$ cat config.mk
export PLATFORM = sky130hd
export DESIGN_NAME = lsu_mem_sequencer
export DESIGN_NICKNAME = d
export VERILOG_FILES = /design/src/rtl/lsu_pkg.sv /design/src/rtl/lsu_load_extend.sv /design/src/rtl/lsu_mem_sequencer.sv
export SDC_FILE = /design/constraint.sdc
export NUM_CORES = 1
export LEC_CHECK = 0
export ABC_CLOCK_PERIOD_IN_PS = 3640
export CORE_ASPECT_RATIO = 2
export CORE_MARGIN = 2
export CORE_UTILIZATION = 48
export CTS_BUF_LIST = sky130_fd_sc_hd__clkbuf_4
export DETAILED_ROUTE_END_ITERATION = 10
export GPL_TIMING_DRIVEN = 0
export HOLD_SLACK_MARGIN = 0.15
export PLACE_DENSITY = 0.85
export SYNTH_ARGS = -nofsm -noshare
export SYNTH_HDL_FRONTEND = slang
export SYNTH_SLANG_ARGS = --single-unit
$ cat constraint.sdc
create_clock -name clk -period 3.64 [get_ports clk]
set_clock_uncertainty 0.15 [all_clocks]
set_input_delay 0.364 -clock clk [delete_from_list [all_inputs] [get_ports clk]]
set_output_delay 0.364 -clock clk [all_outputs]
set_load 0.02 [all_outputs]
$ cat src/rtl/lsu_pkg.sv
// Shared types and constants for the load/store memory sequencer.
package lsu_pkg;

  typedef enum logic [1:0] {
    IDLE = 2'd0,
    BEAT = 2'd1,
    RESP = 2'd2
  } lsu_state_t;

  localparam logic [2:0] F3_B  = 3'b000;
  localparam logic [2:0] F3_H  = 3'b001;
  localparam logic [2:0] F3_W  = 3'b010;
  localparam logic [2:0] F3_BU = 3'b100;
  localparam logic [2:0] F3_HU = 3'b101;

  localparam logic MEM_TYPE_BYTE = 1'b1;
  localparam logic MEM_TYPE_WORD = 1'b0;

endpackage

$ cat src/rtl/lsu_load_extend.sv
// Sign/zero extension of the assembled load data according to funct3.
module lsu_load_extend
  import lsu_pkg::*;
#(
  parameter int WIDTH = 32
) (
  input  logic [WIDTH-1:0] acc,
  input  logic [2:0]       funct3,
  output logic [WIDTH-1:0] rdata
);

  // Byte/halfword results are extended from bit 7/15; anything else is a full word.
  always_comb begin
    rdata = acc;
    case (funct3)
      F3_B:    rdata = {{(WIDTH-8){acc[7]}}, acc[7:0]};
      F3_H:    rdata = {{(WIDTH-16){acc[15]}}, acc[15:0]};
      F3_BU:   rdata = {{(WIDTH-8){1'b0}}, acc[7:0]};
      F3_HU:   rdata = {{(WIDTH-16){1'b0}}, acc[15:0]};
      default: rdata = acc;
    endcase
  end

endmodule

$ cat src/rtl/lsu_mem_sequencer.sv
// Load/store sequencer between the memory stage and a byte/word data memory.
// Halfwords and misaligned words are split into byte beats.
// Optional build macro LSU_MISALIGN_TRAP_EN: misaligned halfword/word requests
// issue no beats and complete immediately with resp_err set.
//
// state | meaning
// IDLE  | ready for a request; memory port quiet
// BEAT  | driving one memory beat per cycle (byte or single word)
// RESP  | one-cycle completion pulse with extended load data
module lsu_mem_sequencer
  import lsu_pkg::*;
#(
  parameter int WIDTH    = 32,
  parameter int BEAT_MAX = 4
) (
  input  logic             clk,
  input  logic             rst,
  input  logic             req_valid,
  output logic             req_ready,
  input  logic             req_we,
  input  logic [2:0]       req_funct3,
  input  logic [WIDTH-1:0] req_addr,
  input  logic [WIDTH-1:0] req_wdata,
  output logic             resp_valid,
  output logic [WIDTH-1:0] resp_rdata,
  output logic             resp_err,
  output logic             mem_we,
  output logic             mem_type,
  output logic [WIDTH-1:0] mem_addr,
  output logic [WIDTH-1:0] mem_wd,
  input  logic [WIDTH-1:0] mem_rd
);

  localparam int CW = $clog2(BEAT_MAX);

  lsu_state_t       state_q, state_d;
  logic             we_q, we_d;
  logic [2:0]       f3_q, f3_d;
  logic [WIDTH-1:0] addr_q, addr_d;
  logic [WIDTH-1:0] wdata_q, wdata_d;
  logic [WIDTH-1:0] acc_q, acc_d;
  logic             word_q, word_d;
  logic [CW-1:0]    last_q, last_d;
  logic [CW-1:0]    beat_q, beat_d;
  logic             is_byte, is_half, misaligned;
  logic [WIDTH-1:0] ext_rdata;
`ifdef LSU_MISALIGN_TRAP_EN
  logic             err_q, err_d;
`endif

  lsu_load_extend #(.WIDTH(WIDTH)) u_ext (
    .acc    (acc_q),
    .funct3 (f3_q),
    .rdata  (ext_rdata)
  );

  // Register update with synchronous reset; a request seen with rst high is dropped.
  always_ff @(posedge clk) begin
    if (rst) begin
      state_q <= IDLE;
      we_q    <= 1'b0;
      f3_q    <= '0;
      addr_q  <= '0;
      wdata_q <= '0;
      acc_q   <= '0;
      word_q  <= 1'b0;
      last_q  <= '0;
      beat_q  <= '0;
`ifdef LSU_MISALIGN_TRAP_EN
      err_q   <= 1'b0;
`endif
    end else begin
      state_q <= state_d;
      we_q    <= we_d;
      f3_q    <= f3_d;
      addr_q  <= addr_d;
      wdata_q <= wdata_d;
      acc_q   <= acc_d;
      word_q  <= word_d;
      last_q  <= last_d;
      beat_q  <= beat_d;
`ifdef LSU_MISALIGN_TRAP_EN
      err_q   <= err_d;
`endif
    end
  end

  // Next state: request latch and beat plan, beat stepping, load byte capture.
  always_comb begin
    state_d    = state_q;
    we_d       = we_q;
    f3_d       = f3_q;
    addr_d     = addr_q;
    wdata_d    = wdata_q;
    acc_d      = acc_q;
    word_d     = word_q;
    last_d     = last_q;
    beat_d     = beat_q;
`ifdef LSU_MISALIGN_TRAP_EN
    err_d      = err_q;
`endif
    is_byte    = (req_funct3[1:0] == F3_B[1:0]);
    is_half    = (req_funct3[1:0] == F3_H[1:0]);
    misaligned = (is_half && req_addr[0]) ||
                 (!is_byte && !is_half && (req_addr[1:0] != 2'b00));
    case (state_q)
      IDLE: begin
        if (req_valid) begin
          we_d    = req_we;
          f3_d    = req_funct3;
          addr_d  = req_addr;
          wdata_d = req_wdata;
          acc_d   = '0;
          beat_d  = '0;
          if (is_byte) begin
            word_d = 1'b0;
            last_d = '0;
          end else if (is_half) begin
            word_d = 1'b0;
            last_d = CW'(1);
          end else if (!misaligned) begin
            word_d = 1'b1;
            last_d = '0;
          end else begin
            word_d = 1'b0;
            last_d = CW'(BEAT_MAX - 1);
          end
`ifdef LSU_MISALIGN_TRAP_EN
          err_d   = misaligned;
          state_d = misaligned ? RESP : BEAT;
`else
          state_d = BEAT;
`endif
        end
      end
      BEAT: begin
        if (!we_q) begin
          if (word_q) acc_d = mem_rd;
          else        acc_d[8*beat_q +: 8] = mem_rd[7:0];
        end
        if (beat_q == last_q) state_d = RESP;
        else                  beat_d  = beat_q + 1'b1;
      end
      RESP: begin
        state_d = IDLE;
`ifdef LSU_MISALIGN_TRAP_EN
        err_d   = 1'b0;
`endif
      end
      default: state_d = IDLE;
    endcase
  end

  // Handshake and memory port decode from registered state only.
  always_comb begin
    req_ready  = 1'b0;
    resp_valid = 1'b0;
    resp_rdata = '0;
    mem_we     = 1'b0;
    mem_type   = MEM_TYPE_BYTE;
    mem_addr   = '0;
    mem_wd     = '0;
    case (state_q)
      IDLE: req_ready = 1'b1;
      BEAT: begin
        mem_we   = we_q;
        mem_type = word_q ? MEM_TYPE_WORD : MEM_TYPE_BYTE;
        mem_addr = addr_q + WIDTH'(beat_q);
        mem_wd   = word_q ? wdata_q : {{(WIDTH-8){1'b0}}, wdata_q[8*beat_q +: 8]};
      end
      RESP: begin
        resp_valid = 1'b1;
        resp_rdata = we_q ? '0 : ext_rdata;
`ifdef LSU_MISALIGN_TRAP_EN
        if (err_q) resp_rdata = '0;
`endif
      end
      default: ;
    endcase
  end

`ifdef LSU_MISALIGN_TRAP_EN
  assign resp_err = (state_q == RESP) && err_q;
`else
  assign resp_err = 1'b0;
`endif

endmodule

# Word-level counts from Yosys, hierarchy flattened
# Index checks and enable logic that the tools add are counted.
# word_totals
regBits	107
inputBits	103
output_inout_bits	101
elab_cells	69
# classes
n_eq_ne	11
n_mux	28
n_addsub	3
n_shift	3
n_reduce_logical	15
# op_table
cell	count
2-to-1 mux 32 bit	8
one-hot mux 32 bit (4 select lines)	1
one-hot mux 32 bit (2 select lines)	1
negator 5 -> 34 bit	1
variable shift 8 x 34 -> 32 bit, first input constant	1
indexed part select 8 x 34 -> 32 bit	1
adder 32 x 2 -> 32 bit	1
bitwise mux 32 bit	1
indexed part select 32 x 6 -> 8 bit	1
2-to-1 mux 2 bit	7
2-to-1 mux 1 bit	8
inequality test 2 bit, second input constant	4
one-hot mux 2 bit (2 select lines)	2
equality test 3 bit, second input constant	2
AND reduction 3 bit	2
equality test 2 x 1 -> 1 bit, second input constant	2
zero test 2 bit	2
AND reduction 2 bit	2
nonzero test 2 bit	2
equality test 3 x 1 -> 1 bit, second input constant	1
logical AND 1 bit	3
zero test 3 bit	1
adder 2 x 1 -> 2 bit, second input constant	1
equality test 2 bit	1
3 further kinds	4

# Logic depth before layout (Yosys ltp)
# depth
ltp_word	8
depth_mapped	10

# Modules after synthesis
# Synthesis repeated with hierarchy kept, for this count alone.
# hier_totals
hier_cells	864
area_unflattened_um2	6309.8
# by_module_without_submodules
mod	area_per_inst_um2	seq_area_each_um2	cells_per_inst	n_inst
lsu_mem_sequencer	5954.5	2142.1	797	1
lsu_load_extend	355.3	0.0	67	1

# Worst setup path after synthesis
# No wires, ideal clock.
# synth_timing
kind	reg2reg
startpoint	register beat_q[0]
endpoint	register acc_q[11]
t_arrival_ns	2.539
path_stages_with_launch	11
slack_ns	0.881
setup_ns	0.070
required_ns	3.420
path_buffers	4
cell_sequence	dfxtp_1 -> buf_2 -> clkbuf_1 -> inv_1 -> ha_1 -> or3b_2 -> clkbuf_1 -> clkbuf_1 -> o31ai_1 -> nand2_1 -> a21oi_1
# synth_via
elab_chain_len	6
# synth_lines
item	line_no	rtl
from (decl)	lsu_mem_sequencer.sv:44	logic [CW-1:0] beat_q, beat_d;
from (signal assigned)	lsu_mem_sequencer.sv:81	beat_q <= beat_d;
negator 5 -> 34 bit *	lsu_mem_sequencer.sv:139	else acc_d[8*beat_q +: 8] = mem_rd[7:0];
indexed part select 8 x 34 -> 32 bit or variable shift 8 x 34 -> 32 bit (tied branches)	lsu_mem_sequencer.sv:139	
bitwise mux 32 bit *	lsu_mem_sequencer.sv:139	
2-to-1 mux 32 bit *	lsu_mem_sequencer.sv:138	if (word_q) acc_d = mem_rd;
2-to-1 mux 32 bit *	lsu_mem_sequencer.sv:137	if (!we_q) begin
one-hot mux 32 bit (2 select lines) *	lsu_mem_sequencer.sv:106	case (state_q)
to (signal assigned)	lsu_mem_sequencer.sv:65	acc_q <= '0;
to (signal assigned)	lsu_mem_sequencer.sv:78	acc_q <= acc_d;
to (decl)	lsu_mem_sequencer.sv:41	logic [WIDTH-1:0] acc_q, acc_d;
# Every way passes the cells marked *; elsewhere a longest branch is shown, timed or not. The select of a mux whose other input is x is not followed.
# A chain may end at the register's enable or synchronous reset.

# Worst setup path in the final report
# layout_timing
startpoint	register state_q[1]
endpoint	output mem_addr[23]
# layout_via
elab_chain_len	2
# layout_lines
item	line_no	rtl
from (decl)	lsu_mem_sequencer.sv:36	lsu_state_t state_q, state_d;
from (signal assigned)	lsu_mem_sequencer.sv:73	state_q <= state_d;
equality test 2 x 1 -> 1 bit	lsu_mem_sequencer.sv:163	case (state_q)
2-to-1 mux 32 bit	lsu_mem_sequencer.sv:163	
to (decl)	lsu_mem_sequencer.sv:29	output logic [WIDTH-1:0] mem_addr,
# Every way passes these cells.

==> results.ini <==
[worst_setup_path]
crit_arrival_ns=3.04
cp_max_fo=10
crit_start=state_q[1]
critical_path.most_common_cell=clkbuf_1
rr_startpoint=beat_q[0]
cpPeakStageDelay_ns=0.69
r2r-end=acc_q[8]
crit_family=buffers and inverters
path_cells=clkbuf_1 -> nor2b_2 -> clkbuf_1 -> nand2_1 -> o21ai_0 -> clkdlybuf4s50_1
end_kind=primary output
cp_slowest_cell=clkdlybuf4s50_1
timing.critical_path.from_type=register
crit_buf_inv=3
required_ns=3.13
crit_type=register to primary output
r2r_cells=9
r2r_slack_ns=0.57

[sta]
rsz0062_at_grt=no
maxSlewHeadroom_pct=57.77
fin_ws_ns=0.08106
report.final.slew_viol_count=0
finalCritPeriodShare_pct=97.77
hold_viol_final=0
finalCriticalPeriod_ns=3.559
finalSetupViolations=0
fmax_mhz=281.0
finalSetupTns_ns=0
worst_pin_slew_ns=0.6334

[clock_network]
tritoncts=yes
clk_pin_slew_ns=0.18
root_buffer=clkbuf_4
clkSinkCount=107
cts.path.max_buffers=2
cts_htree_levels=3
cts_made_buffers=9
clk_latency_ns=0.48
ctsHoldBuffers=0

[detailed_routing]
dr.pass1.iters=6
drt-met1-wl_um=7201
ant_nets=0
drcViolationCount=0
drtIter0Drc=417
avgViaCountPerCell=5.709
wl_met2_um=11090
dr.max_layer_used=met4
wire_per_inst_um=17.12
drt_wl_total_um=20660
vias=6891
wl_met3_um=1096

[layout]
area_growth_pct=38.50
final_nets=1161
mostFrequentLayoutCells=nand2_1 (204), clkdlybuf4s50_1 (184), a21oi_1 (149), dfxtp_1 (105), clkbuf_1 (55)
design_area_mm2=0.008431
final_common_cell=nand2_1
fill_cells=1099
drive_gt1_share_pct=5.308

[global_route]
grt.overflow.total=0
grt_start_max_net_pins=19
grt_pass1_vias=6645
grt_pass1_wl_um=32460
grt.total_usage_pct=29.65
antenna_found_initial=2

[die]
num_io_pins=204
chipWidth_um=83.63
core-area_mm2=0.01248
die-area_mm2=0.01365
die_y_um=163.3
rows=58
initial_utilization_pct=48.77

[power_and_ir_drop]
power_leakage_nw=2.975
peakVddDrop_uv=249.9
power.density_mw_per_mm2=289.4

[synthesis]
dominantRegCellSynth=dfxtp_1
synth_area_mm2=0.006087
synth_nets=951
ys.warnings.count=0
syn_inst=840
async_flop_share_pct=0
syn_area_per_cell_um2=7.247
synth_seq_cells=107
synth_seq_area_share_pct=35.19
synth_enable_flop_cells=0
ys_types=55

[placed_design]
dpl-instance-area_mm2=0.008287
dp_slack_ns=0.1097
portBuffers=201
gp_congestion=0.9805
hpwl_um=16170

[flow_run]
max_cap_viol_count=0

[min_path]
holdCritStartpoint=req_wdata[0]
whs_endpoint=wdata_q[0]
min_delay_path_depth=3
hold_path.class=input port to register

[run_status]
status=finished, final reports clean

-- routing by layer --
layer  global-route usage [%]  vias up
li1                         -     3338
met2                    54.33      314
met1                    30.63     3159
met4                    20.45        0
met3                    4.093       80
met5                        0        -
-- area by class of cell --
class / instances / area (um^2) / area share (%)
inverters: 28 / 105.1 / 1.247
clock inverters: 7 / 75.07 / 0.8905
diodes: 2 / 5.005 / 0.05936
flip-flops and latches: 107 / 2145 / 25.44
multi-input cells: 634 / 3548 / 42.09
clock buffers: 9 / 67.56 / 0.8014
repair buffers: 202 / 1994 / 23.66
well taps: 150 / 187.7 / 2.226
plain buffers: 68 / 302.8 / 3.592
-- repair_timing --
item | CTS | global route
endpoints found under the setup margin | 19 | 26
resized for setup | 22 | 10
buffers inserted | 1 | 0
gates cloned | 0 | 0
hold endpoints to repair | 0 | 0
pin swaps | 1 | 0
-- how the worst max path moves through the flow --
stage                           to  slack (ns)  cells after the start
floorplan                acc_q[11]        0.88                     10
global placement      mem_addr[28]        0.16                      8
detailed placement    mem_addr[28]        0.11                      8
CTS                 resp_rdata[30]        0.02                      6
global route          mem_addr[20]        0.02                      7
finish                mem_addr[23]        0.08                      6
-- through the flow --
step / std cells / hold WS [ns] / power (mW) / util (%)
after floorplan: 840 / 0.2906 / 1.567 / -
after global placement: 1191 / 0.2979 / 1.810 / 66.39
after detailed placement: 1191 / 0.3073 / 1.820 / 66.39
after CTS: 1207 / 0.2398 / 2.436 / 67.50
after global routing: 1207 / 0.2467 / 2.538 / 67.54
final: 1207 / 0.2529 / 2.440 / 67.54
-- cells by family (layout without fill, tap and decap cells) --
family / Yosys count / count (layout) / share of synthesized area (%)
AOI/OAI and AO/OA: 240 / 240 / 21.52
and+or+nand+nor: 355 / 355 / 28.24
buffers and inverters: 99 / 314 / 6.865
other: 1 / 3 / 0.06161
xor gates and xnor gates: 11 / 11 / 1.583
muxes: 19 / 19 / 4.769
DFF: 107 / 107 / 35.19
adders and majority gates: 8 / 8 / 1.768
-- Yosys cell counts (2+ instances only) --
master	number	share of area, %
mux2i_1	11	1.8
nor3_1	3	0.25
clkbuf_1	59	3.6
or3_1	7	0.72
o21ai_0	48	3.9
a21oi_1	150	12
nand4_1	9	0.92
clkbuf_2	2	0.16
inv_1	28	1.7
ha_1	7	1.4
and4_2	3	0.49
buf_1	3	0.18
nand2_1	204	13
nand3_1	13	1.1
clkbuf_8	3	0.68
nor2b_1	6	0.62
and2_1	13	1.3
nor4bb_1	4	0.66
nand2b_1	5	0.51
o21a_1	2	0.25
o31ai_1	32	3.9
xnor2_1	7	1.0
or4_1	9	1.1
dfxtp_1	107	35
nand4b_1	8	1.2
xor2_1	4	0.58
and4_1	2	0.29
nor2_1	27	1.7
or2_2	4	0.41
buf_2	2	0.16
mux4_2	8	3.0
and3_1	27	2.8
-- registers in the layout (all words and copies together), names as in the netlist --
signal and flops:
beat_q 2, acc_q 32, we_q 1, state_q 2
wdata_q 32, f3_q 3, addr_q 32, last_q 2
word_q 1
-- tightest hold or removal path: stages --
cell	delay, ns
clkdlybuf4s50_1	0.40
nand2_1	0.05
a21oi_1	0.05
-- power by group --
group | leakage [nW] | internal [mW] | switching (mW)
sequential | 0.875 | 1.23 | 0.0612
clock | 0.0775 | 0.215 | 0.425
combinational | 2.02 | 0.227 | 0.279
Note: power is estimated with default switching activity, not from simulation.
